<file path="src/rtl/sram_uart_tx_interface.sv">
// Streams a block of 16-bit SRAM words out of an 8N1 UART transmitter, high byte first.
// The next word is prefetched from SRAM while the low byte of the current word is on the line.
`timescale 1ns/1ps
module sram_uart_tx_interface #(
    parameter int BAUD_DIVIDER = 434
) (
    input  logic        i_clock,
    input  logic        i_reset,
    input  logic        i_start,
    input  logic [17:0] i_base_address,
    input  logic [17:0] i_word_count,
    output logic [17:0] o_sram_address,
    input  logic [15:0] i_sram_read_data,
    output logic        o_sram_we_n,
    output logic        o_uart_tx,
    output logic        o_busy,
    output logic        o_done
);

    localparam int BAUD_W = (BAUD_DIVIDER > 1) ? $clog2(BAUD_DIVIDER) : 1;
    localparam logic [BAUD_W-1:0] BAUD_LAST = BAUD_W'(BAUD_DIVIDER - 1);
    // SRAM data for the prefetched address is valid on the third edge after SEND_LO entry
    localparam logic [BAUD_W-1:0] PREFETCH_SLOT = BAUD_W'(2);

    typedef enum logic [2:0] {
        S_TX_IDLE,
        S_TX_READ,
        S_TX_WAIT,
        S_TX_CAPTURE,
        S_TX_SEND_HI,
        S_TX_SEND_LO,
        S_TX_DONE
    } state_t;

    state_t              r_state;
    state_t              w_next_state;
    logic [BAUD_W-1:0]   r_baud_cnt;
    logic [3:0]          r_bit_cnt;
    logic                r_tx;
    logic [15:0]         r_word;
    logic [15:0]         r_prefetch;
    logic [17:0]         r_words_left;
    logic [17:0]         r_sram_address;

    logic                w_slot_end;
    logic                w_byte_end;
    logic                w_more_words;
    logic                w_sending;
    logic [7:0]          w_cur_byte;
    logic                w_next_slot_bit;

    assign w_sending    = (r_state == S_TX_SEND_HI) || (r_state == S_TX_SEND_LO);
    assign w_slot_end   = (r_baud_cnt == BAUD_LAST);
    assign w_byte_end   = w_slot_end && (r_bit_cnt == 4'd9);
    assign w_more_words = (r_words_left > 18'd1);

    // Line level for the slot that follows the current one: data bits LSB first, then stop
    always_comb begin
        w_cur_byte = (r_state == S_TX_SEND_LO) ? r_word[7:0] : r_word[15:8];
        if (r_bit_cnt == 4'd8) begin
            w_next_slot_bit = 1'b1;
        end else begin
            w_next_slot_bit = w_cur_byte[r_bit_cnt[2:0]];
        end
    end

    always_ff @(posedge i_clock or posedge i_reset) begin
        if (i_reset) begin
            r_state <= S_TX_IDLE;
        end else begin
            r_state <= w_next_state;
        end
    end

    always_comb begin
        w_next_state = r_state;
        case (r_state)
            S_TX_IDLE: begin
                if (i_start) begin
                    w_next_state = (i_word_count != 18'd0) ? S_TX_READ : S_TX_DONE;
                end
            end
            S_TX_READ:    w_next_state = S_TX_WAIT;
            S_TX_WAIT:    w_next_state = S_TX_CAPTURE;
            S_TX_CAPTURE: w_next_state = S_TX_SEND_HI;
            S_TX_SEND_HI: begin
                if (w_byte_end) begin
                    w_next_state = S_TX_SEND_LO;
                end
            end
            S_TX_SEND_LO: begin
                if (w_byte_end) begin
                    w_next_state = w_more_words ? S_TX_SEND_HI : S_TX_DONE;
                end
            end
            S_TX_DONE:    w_next_state = S_TX_IDLE;
            default:      w_next_state = S_TX_IDLE;
        endcase
    end

    always_comb begin
        o_busy         = (r_state != S_TX_IDLE) && (r_state != S_TX_DONE);
        o_done         = (r_state == S_TX_DONE);
        o_sram_we_n    = 1'b1;
        o_uart_tx      = r_tx;
        o_sram_address = r_sram_address;
    end

    always_ff @(posedge i_clock or posedge i_reset) begin
        if (i_reset) begin
            r_baud_cnt     <= '0;
            r_bit_cnt      <= 4'd0;
            r_tx           <= 1'b1;
            r_word         <= 16'd0;
            r_prefetch     <= 16'd0;
            r_words_left   <= 18'd0;
            r_sram_address <= 18'd0;
        end else begin
            case (r_state)
                S_TX_IDLE: begin
                    if (i_start && (i_word_count != 18'd0)) begin
                        r_words_left   <= i_word_count;
                        r_sram_address <= i_base_address;
                    end
                end
                S_TX_CAPTURE: begin
                    r_word     <= i_sram_read_data;
                    r_tx       <= 1'b0;
                    r_baud_cnt <= '0;
                    r_bit_cnt  <= 4'd0;
                end
                default: ;
            endcase

            if (w_sending) begin
                if (w_slot_end) begin
                    r_baud_cnt <= '0;
                    if (r_bit_cnt == 4'd9) begin
                        r_bit_cnt <= 4'd0;
                        if (r_state == S_TX_SEND_HI) begin
                            r_tx <= 1'b0;
                            if (w_more_words) begin
                                r_sram_address <= r_sram_address + 18'd1;
                            end
                        end else if (w_more_words) begin
                            r_word       <= r_prefetch;
                            r_tx         <= 1'b0;
                            r_words_left <= r_words_left - 18'd1;
                        end else begin
                            r_tx <= 1'b1;
                        end
                    end else begin
                        r_bit_cnt <= r_bit_cnt + 4'd1;
                        r_tx      <= w_next_slot_bit;
                    end
                end else begin
                    r_baud_cnt <= r_baud_cnt + 1'b1;
                end
            end

            if ((r_state == S_TX_SEND_LO) && (r_bit_cnt == 4'd0) && (r_baud_cnt == PREFETCH_SLOT)) begin
                r_prefetch <= i_sram_read_data;
            end
        end
    end

endmodule

</file>
<file path="config.mk">
export PLATFORM = sky130hd
export DESIGN_NAME = sram_uart_tx_interface
export DESIGN_NICKNAME = d
export VERILOG_FILES = /design/src/rtl/sram_uart_tx_interface.sv
export SDC_FILE = /design/constraint.sdc
export NUM_CORES = 1
export LEC_CHECK = 0
export BUFFER_PORTS_ARGS = -buffer_cell sky130_fd_sc_hd__buf_2
export CORE_MARGIN = 2
export CORE_UTILIZATION = 61
export CTS_CLUSTER_DIAMETER = 60
export CTS_CLUSTER_SIZE = 40
export DETAILED_ROUTE_END_ITERATION = 10
export PLACE_DENSITY = 0.85
export REMOVE_ABC_BUFFERS = 1
export SLEW_MARGIN = 15
export SYNTH_ARGS = -nofsm -noshare
export SYNTH_HDL_FRONTEND = slang
export SYNTH_SLANG_ARGS = --single-unit
</file>
<file path="constraint.sdc">
create_clock -name i_clock -period 4 [get_ports i_clock]
set_clock_uncertainty 0.05 [all_clocks]
set_input_delay 0.4 -clock i_clock [delete_from_list [all_inputs] [get_ports i_clock]]
set_output_delay 0.4 -clock i_clock [all_outputs]
set_load 0.005 [all_outputs]
</file>
==> results.tsv, run 1 <==
metric	value	unit
period utilization	0.747	
I/O pins	77	
Core ar.	0.00765	mm^2
H-Tree Depth	3	
top cells by count, synth	dfrtp_1 (84), nand2_1 (58), nor2_1 (48)	
Worst R2R Start	r_baud_cnt[1]$_DFFE_PP0P_	
r2r worst-path depth	8	
Yosys top cell area share	0.442	
die width	92.3	um
PnR worst setup slack	1.01	ns
synthesized instance count	513	
routed wire length	11000	um
actual slew at the worst max-slew pin	0.983	ns
post-CTS sizing	0	
routed vias	4134	
Max clock buf depth	2	
largest net degree at the start of global routing	63	
met2 WL	5370	um
Register Area	0.00213	mm^2
DRT iter0 DRCs	285	
initial antenna violation count	0	
Post-CTS Setup Bufs	0	
clock slew seen by the registers of the worst setup and hold paths	0.10	ns
GRT overflow	0	
Cells after DPL	666	
Synth cell types	59	
crit path DAT	3.19	ns
Max-slew headroom	0.345	
Die Area	0.00852	mm^2
Yosys warnings	0	
routed vias/inst	6.06	
NumNets Final	636	
Total GRT Usage	0.271	
final hold viol count	0	
maximum clock rate	0.335	GHz
# DRC	0	
crit start category	register	
Seq/Total Area, Yosys	0.448	
Synth area leaders	dfrtp_1 (44%), mux2i_1 (4.6%), nand2_1 (4.6%), o21ai_0 (4.5%), mux2_2 (3.8%)	
final std cells w/o fill	682	
count leader, synth	dfrtp_1	
diodes inserted	0	
HP Class	in -> async	
num rows	32	
metal3 WL	537	um
Routed WL per cell	16.1	um
Max-Cap Viols	0	
share of layout cells above drive strength 1	0.231	
pre-CTS setup slack	1.04	ns
Slew Viols, Final	0	
CTS tree	built	
crit path launch	r_baud_cnt[1]$_DFFE_PP0P_	
peak supply drop	0.234	mV
critical path class	reg -> reg	
Pwr Density	306	mW/mm^2
crit path capture type	register	
Setup TNS	0	ns
TritonRoute pass-1 iters	5	
Post-synth top flop	dfrtp_1	
Post-CTS Hold Fix Bufs	0	
Final Critical Period	2.99	ns
Req. time, crit path	4.20	ns
DRT met1 WL	4900	um
Area Growth Syn to Fin	13.4	%
number of flops mapped to enable cells by yosys	0	
setup violators final	0	
crit path max fanout	17	
multi-input logic area	0.00242	mm^2
first-pass GRT wire length	18600	um
Antenna Nets Post-Route	0	
routability cong.	0.845	
starting density of the core	0.622	
Clock Tree Root	clkbuf_8	
clk_lat worst skew	0.36	ns
biggest area consumer among synthesized cells	dfrtp_1	
P_leak	2.34	nW
post-layout util	0.705	
status	finished clean	
total CTS buffers	9	
RSZ-0062 raised after global routing	no	
number of global-route vias before repair	3973	
r2r setup slk	1.01	ns
Mapped Area	0.00476	mm^2
Avg Cell Area, Syn	9.27	um^2
die height	92.3	um
max layer used	met4	
layout filler cell count	586	
worst setup path end	r_words_left[16]$_DFF_PP0_	
ys async rst share	1.00	
Sink Count	85	
port buffer count	75	
HPWL Detailed	7690	um
post-synthesis register bit count	85	
FF-to-FF End	r_words_left[16]$_DFF_PP0_	
state kept, by name (all words and copies together), names as in the netlist:
name,flops
o_uart_tx,1
r_bit_cnt,4
r_words_left,18
r_baud_cnt,9
r_word,16
r_prefetch,16
o_sram_address,18
r_state,3
critical path, cell delays in order (launching register included):
cell,delay [ns]
dfrtp_1,0.43
inv_1,0.08
ha_1,0.13
or4b_4,0.47
nor4_2,0.45
a21boi_4,0.25
nand2b_1,0.55
a21oi_1,0.15
a311oi_1,0.33
layout make-up:
cell class / count / share of cell area
clock buffer: 9 / 0.0230
clock inverter: 7 / 0.0195
inverter: 20 / 0.0141
multi-input combinational: 379 / 0.449
sequential: 85 / 0.394
tap: 102 / 0.0237
timing repair buffer: 80 / 0.0765
stage by stage:
| stage | area, um^2 | hold slack (ns) | total power [mW] |
|---|---|---|---|
| 5_1_grt | 5400 | 0.217 | 1.70 |
| 3_5_place_dp | 5170 | 0.421 | 0.962 |
| 2_1_floorplan | 4610 | 0.396 | 0.918 |
| 6_report | 5400 | 0.158 | 1.65 |
| 3_3_place_gp | 5170 | 0.406 | 0.958 |
| 4_1_cts | 5400 | 0.188 | 1.66 |
worst min-delay path by stage:
stage | end | slack [ns] | depth (start not counted)
floorplan | r_word[0]$_DFF_PP0_ | 0.40 | 2
global placement | r_word[3]$_DFF_PP0_ | 0.41 | 2
detailed placement | r_word[13]$_DFF_PP0_ | 0.42 | 2
CTS | r_word[6]$_DFF_PP0_ | 0.19 | 2
global route | o_sram_address[0]$_DFF_PP0_ | 0.22 | 2
finish | r_prefetch[5]$_DFFE_PP0P_ | 0.16 | 2
power by group:
part           switching (mW)  internal, mW  leakage [nW]
Combinational          0.0366        0.0309          1.21
Sequential            0.00689         0.870          1.01
Clock                   0.345         0.362         0.112
kinds of logic (layout without fill, tap and decap cells):
kind of cell	Yosys count	in the layout	synth area share
compound gates	139	139	0.192
xor+xnor	3	3	0.00553
fa+ha+maj	6	6	0.0158
buf+inv	49	116	0.0458
flops	85	85	0.448
mux	41	41	0.0984
other cells	1	1	0.000789
simple gates	189	189	0.195
metal layers:
layer,up-vias,GRT usage
met5,-,0
met4,0,0.104
met3,20,0.0342
met2,138,0.454
met1,1977,0.363
li1,1999,-
placed cells by master, fill, tap and decap left out, types with 9 or more instances in the layout:
| cell | n |
|---|---|
| mux2_2 | 16 |
| nand3_1 | 15 |
| a21oi_1 | 34 |
| mux2i_1 | 22 |
| nor3_1 | 18 |
| buf_2 | 75 |
| inv_1 | 19 |
| clkbuf_8 | 9 |
| o21ai_0 | 43 |
| dfrtp_1 | 84 |
| nor2_1 | 48 |
| a311oi_1 | 11 |
| nand2_1 | 58 |
Power figures use the tool's default switching activity.
==> inputs of run 2 (changes only) <==
- ABC_AREA: unset -> 1
- CORE_UTILIZATION: 61 -> 53
- PLACE_DENSITY: 0.85 -> 0.78
- clock period: 4 -> 2.7 ns (I/O delays scaled with it)
==> run 2 against run 1 <==
Compared with the run above:
- core utilization is 10 points lower
- worst setup slack worse by 0.51 ns
- die area is 31% higher
- sequential power is 47% higher
- clock-buffer cell count is 1 higher
- critical path type unchanged
- critical endpoint is now r_word[3]$_DFF_PP0_
- largest power group unchanged
==> results.tsv, run 2 <==
metric	value	unit	change
Antenna Nets Post-Route	0		unchanged
H-Tree Depth	3		unchanged
Post-synth top flop	dfrtp_1		
Max clock buf depth	2		unchanged
worst setup path end	r_word[3]$_DFF_PP0_		
Yosys warnings	0		unchanged
critical path class	reg -> reg		
Pwr Density	395	mW/mm^2	+29%
routed vias	5094		+23%
WHS	0.0954	ns	-0.0623 ns
Area Growth Syn to Fin	12.9	%	
clock slew seen by the registers of the worst setup and hold paths	0.09	ns	about the same
Worst R2R Start	r_words_left[0]$_DFF_PP0_		
Sink Count	85		unchanged
biggest area consumer among synthesized cells	dfrtp_1		
CTS tree	built		
status	finished clean		
count leader, synth	nand2_1		
Seq/Total Area, Yosys	0.390		-0.0580
routed vias/inst	5.03		-17%
largest net degree at the start of global routing	45		-29%
peak supply drop	0.288	mV	+23%
total CTS buffers	9		unchanged
HPWL Detailed	8730	um	+13%
Setup TNS	0	ns	unchanged
Req. time, crit path	2.91	ns	-1.29 ns
Synth cell types	37		-37%
actual slew at the worst max-slew pin	0.757	ns	-0.226 ns
r2r worst-path depth	10		+2
most common library cell in the layout ignoring fill and taps	nand2_1		
starting density of the core	0.536		-0.0854
Post-DP Area	0.00593	mm^2	+15%
die height	106	um	+14%
crit path launch	r_words_left[0]$_DFF_PP0_		
diodes inserted	0		unchanged
number of global-route vias before repair	4583		+15%
Slew Viols, Final	0		unchanged
crit path DAT	2.41	ns	-0.78 ns
CP max stage delay	0.42	ns	-0.13 ns
PnR worst setup slack	0.496	ns	-0.515 ns
synthesized instance count	804		+57%
Routed WL per cell	12.1	um	-25%
Mapped Area	0.00546	mm^2	+15%
crit start category	register		
port buffer count	75		unchanged
Core ar.	0.0102	mm^2	+33%
clk_lat worst skew	0.36	ns	about the same
crit path capture type	register		
number of flops mapped to enable cells by yosys	0		unchanged
final hold viol count	0		unchanged
num rows	37		+16%
period utilization	0.816		+0.0691
Synth area leaders	dfrtp_1 (38%), nand2_1 (17%), nand3_1 (7.5%), inv_1 (6.6%), nor2_1 (4.7%)		
fin area	0.00617	mm^2	+14%
NumNets Final	933		+47%
maximum clock rate	0.454	GHz	+36%
first-pass GRT wire length	20900	um	+13%
Max-slew headroom	0.495		+0.150
post-layout util	0.606		-0.0998
Cells after DPL	996		+50%
initial antenna violation count	0		unchanged
Pwr Total	2.44	mW	+48%
I/O pins	77		unchanged
setup violators final	0		unchanged
ys async rst share	1.00		unchanged
RSZ-0062 raised after global routing	no		
share of layout cells above drive strength 1	0.171		-0.0600
Avg Cell Area, Syn	6.80	um^2	-27%
Max-Cap Viols	0		unchanged
P_leak	3.47	nW	+48%
TritonRoute pass-1 iters	5		unchanged
final std cells w/o fill	1013		+49%
crit path cell chain	inv_1 > ha_1 > o21ai_0 > nor2_1 > nand3_2 > nand3_4 > buf_4 > nand3_1 > o21ai_1 > inv_2		
layout filler cell count	965		+65%
post-synthesis register bit count	85		unchanged
routed wire length	12200	um	+11%
DRT iter0 DRCs	250		-12%
die width	106	um	+14%
Final Critical Period	2.20	ns	-0.785 ns
# DRC	0		unchanged
FF-to-FF End	r_word[3]$_DFF_PP0_		
Clock Tree Root	clkbuf_8		
routability cong.	0.879		+4.0%
CP max stage cell	dfrtp_1		
crit path max fanout	31		+14
most frequent cells in the layout	nand2_1 (254), inv_1 (95), dfrtp_1 (84)		
Total GRT Usage	0.227		-0.0436
top cells by count, synth	nand2_1 (254), inv_1 (96), dfrtp_1 (84)		
r2r setup slk	0.50	ns	-0.51 ns
GRT overflow	0		unchanged
Die Area	0.0111	mm^2	+31%
pre-CTS setup slack	0.514	ns	-0.527 ns
Yosys top cell area share	0.385		-0.0573
Post-CTS Setup Bufs	0		unchanged
HP Class	in -> reg		
-- run 2: changes by cell type after synthesis, sizes merged, moves of 10 or more --
| cell | previous run | this run |
|---|---|---|
| mux2i | 22 | 0 |
| clkbuf | 21 | 9 |
| nand3 | 15 | 87 |
| mux2 | 16 | 0 |
| o21ai | 48 | 61 |
| a21oi | 34 | 9 |
| a311oi | 11 | 0 |
| inv | 20 | 123 |
| nor2 | 49 | 78 |
| buf | 8 | 18 |
| nand2 | 58 | 257 |
| xor2 | 2 | 16 |
| nand4 | 6 | 25 |
-- run 2: worst min-delay path by stage --
| stage | cells after the start | to | from |
|---|---|---|---|
| CTS | 3 | r_prefetch[1]$_DFFE_PP0P_ | i_sram_read_data[1] |
| floorplan | 2 | r_prefetch[0]$_DFFE_PP0P_ | i_sram_read_data[0] |
| detailed placement | 2 | r_prefetch[7]$_DFFE_PP0P_ | i_reset |
| global route | 3 | r_prefetch[1]$_DFFE_PP0P_ | i_sram_read_data[1] |
| global placement | 2 | r_prefetch[5]$_DFFE_PP0P_ | i_reset |
| finish | 3 | r_prefetch[1]$_DFFE_PP0P_ | i_sram_read_data[1] |
-- run 2: cell type report --
type                            count  area, um^2  share of cell area
Clock buffer                       10         138              0.0223
Multi-Input combinational cell    568        2710               0.439
Timing Repair Buffer               84         458              0.0742
Clock inverter                      6        93.8              0.0152
Sequential cell                    85        2130               0.345
Inverter                          124         472              0.0765
Tap cell                          136         170              0.0276
-- run 2: kinds of logic (layout without fill, tap and decap cells) --
family          after synthesis  in the layout  share of synthesized area
buf+inv                     151            224                      0.115
fa+ha+maj                     6              6                     0.0137
compound gates               79             79                     0.0751
xor+xnor                     19             19                     0.0305
simple gates                463            463                      0.376
other cells                   1              1                   0.000686
flops                        85             85                      0.390
-- run 2: layer usage --
layer | vias up | global-route usage | share of wire | wire length (um)
li1 | 2668 | - | - | -
met1 | 2284 | 0.306 | 0.46 | 5670
met2 | 127 | 0.386 | 0.47 | 5800
met3 | 15 | 0.0353 | 0.049 | 604
met4 | 0 | 0.0564 | 0.012 | 149
met5 | - | 0 | 0 | 0
-- run 2: critical path, delay by kind of cell (launching register included) --
kind / cells / cell delay (ns)
AO/OA/AOI/OAI: 2 / 0.20
adder cells (fa/ha/maj): 1 / 0.28
buffers and inverters: 3 / 0.45
flip-flops: 1 / 0.42
AND/OR/NAND/NOR: 4 / 0.70
-- run 2: power by group --
part           switching (mW)  internal [mW]  leakage, nW
logic                  0.0617         0.0414         2.34
clock network           0.488          0.554        0.113
registers             0.00633           1.28         1.01
-- run 2: what timing repair did --
item / 4_1_cts / 5_1_grt
hold buffers: 1 / 0
resized for setup: 0 / 0
hold endpoints to repair: 43 / 0
==> inputs of run 3 (changes only) <==
- clock period: 2.7 -> 1.89 ns (I/O delays scaled with it)
==> run 3 against run 2 <==
Compared with the run above:
- sequential share of layout area decreased by 1.9 points
- via count increased by 3.3%
- global-route usage increased by 1.0 points
- maximum frequency increased by 19%
- clock-buffer cell count decreased by 1
- critical path depth unchanged
- worst hold slack got worse by 0.083 ns
- routed wire length increased by 8.7%
- sequential power increased by 43%
- power increased by 38%
- die area unchanged
==> results.tsv, run 3 (synthesis gave the netlist of run 2 again) <==
metric	value	unit	change
clock slew seen by the registers of the worst setup and hold paths	0.09	ns	about the same
fin area	0.00654	mm^2	+6.0%
P_leak	3.66	nW	+5.5%
status	finished clean		
Antenna Nets Post-Route	0		unchanged
TritonRoute pass-1 iters	4		-1
starting density of the core	0.536		unchanged
crit start category	register		
die height	106	um	unchanged
number of global-route vias before repair	4780		+4.3%
Pwr Density	512	mW/mm^2	+30%
Power Internal	2.53	mW	+34%
total CTS buffers	9		unchanged
Pwr Total	3.35	mW	+38%
Req. time, crit path	2.10	ns	-0.81 ns
number of buffers and inverters on the critical path	4		+1
Cells after DPL	1011		+1.5%
die width	106	um	unchanged
Area Growth Syn to Fin	19.7	%	
Die Area	0.0111	mm^2	unchanged
diodes inserted	0		unchanged
Post-DP Area	0.00606	mm^2	+2.3%
I/O pins	77		unchanged
Combinational Power Share	0.045		+0.003
final hold viol count	0		unchanged
Sink Count	85		unchanged
first-pass GRT wire length	21700	um	+3.7%
Routed WL per cell	12.8	um	+6.0%
port buffer count	75		unchanged
largest net degree at the start of global routing	34		-24%
Slew Viols, Final	0		unchanged
WHS	0.0128	ns	-0.0825 ns
most common library cell in the layout ignoring fill and taps	nand2_1		
NumNets Final	959		+2.8%
Max clock buf depth	2		unchanged
crit path capture type	register		
Clock Tree Root	clkbuf_8		
crit path DAT	2.06	ns	-0.35 ns
Clk pwr share	0.404		-0.024
DRT iter0 DRCs	318		+27%
Core ar.	0.0102	mm^2	unchanged
CP max stage delay	0.41	ns	about the same
clk_lat worst skew	0.36	ns	about the same
routed vias/inst	5.06		+0.69%
setup violators final	0		unchanged
# DRC	0		unchanged
routed wire length	13300	um	+8.7%
CTS tree	built		
initial antenna violation count	0		unchanged
period utilization	0.980		+0.164
cell family contributing the most delay on the critical path	simple AND/OR/NAND/NOR gates		
Sw Ratio	0.245		+0.0170
Setup TNS	0	ns	unchanged
crit path cell chain	inv_1 > nand2_1 > nor3b_4 > nand3_2 > nand3_4 > buf_12 > clkbuf_16 > nand3_1 > o21ai_2 > inv_2		
pre-CTS setup slack	0.107	ns	-0.407 ns
GRT overflow	0		unchanged
critical path class	reg -> reg		
Max-Cap Viols	0		unchanged
post-layout util	0.642		+0.0366
HP Class	in -> reg		
final std cells w/o fill	1039		+2.6%
HPWL Detailed	9210	um	+5.5%
routed vias	5261		+3.3%
peak supply drop	0.428	mV	+49%
share of layout cells above drive strength 1	0.216		+0.0449
CP max stage cell	dfrtp_1		
routability cong.	0.902		+2.6%
num rows	37		unchanged
r2r setup slk	0.04	ns	-0.46 ns
most frequent cells in the layout	nand2_1 (254), inv_1 (91), dfrtp_1 (83)		
crit path max fanout	9		-71%
P_sw	0.822	mW	+48%
H-Tree Depth	3		unchanged
Flop pwr share	0.551		+0.021
maximum clock rate	0.540	GHz	+19%
Final Critical Period	1.85	ns	-0.352 ns
PnR worst setup slack	0.0375	ns	-0.458 ns
Total GRT Usage	0.238		+0.0102
==> run 3: cell count changes in the layout (fill, tap and decap cells not counted), moves of 3 or more <==
cell,before,now
buf_12,1,4
o21ai_2,0,7
buf_4,7,19
inv_2,25,29
buf_6,0,7
inv_1,95,91
o21ai_1,38,32
==> run 3: routing by layer <==
layer  GRT usage  routed length, um  vias up
met5           0                  0        -
met4      0.0602                206        0
met3      0.0451                650       18
met2       0.396               6520      131
met1       0.320               5910     2393
li1            -                  -     2719
==> run 3: worst min-delay path: cells and delay by family <==
family                 cells  cell delay (ns)
AOI/OAI and AO/OA          1             0.05
buffers and inverters      2             0.14
==> run 3: worst paths after layout <==
| path | from | to | cells past startpoint |
|---|---|---|---|
| min in group asynchronous | i_reset | r_word[7]$_DFF_PP0_ | 3 |
| max in group asynchronous | i_reset | r_state[0]$_DFFE_PP0P_ | 4 |
| min | i_sram_read_data[6] | r_prefetch[6]$_DFFE_PP0P_ | 3 |
| min reg2reg | r_prefetch[15]$_DFFE_PP0P_ | r_word[15]$_DFF_PP0_ | 2 |
| max reg2reg | r_words_left[9]$_DFF_PP0_ | r_word[10]$_DFF_PP0_ | 10 |
| max | r_words_left[9]$_DFF_PP0_ | r_word[10]$_DFF_PP0_ | 10 |
==> run 3: timing repair <==
action | CTS | global route
hold endpoints to repair | 23 | 0
setup endpoints to repair | 0 | 32
resized for setup | 0 | 37
hold buffers | 1 | 0
buffers inserted | 0 | 6
==> run 3: final cells by class <==
type                            count  area, um^2
Clock inverter                      7        81.3
Inverter                          124         484
Sequential cell                    85        2130
Timing Repair Buffer              109         742
Clock buffer                        9         124
Tap cell                          136         170
Multi-Input combinational cell    568        2800
Timing Repair inverter              1        8.76
Fill cell                         964        3640
==> run 3: power groups by stage <==
stage	Clock, mW	Sequential, mW	Combinational [mW]
CTS	1.38	1.84	0.152
floorplan	0	1.88	0.0555
finish	1.35	1.85	0.149
detailed placement	0	1.88	0.150
global placement	0	1.88	0.148
global route	1.46	1.85	0.173
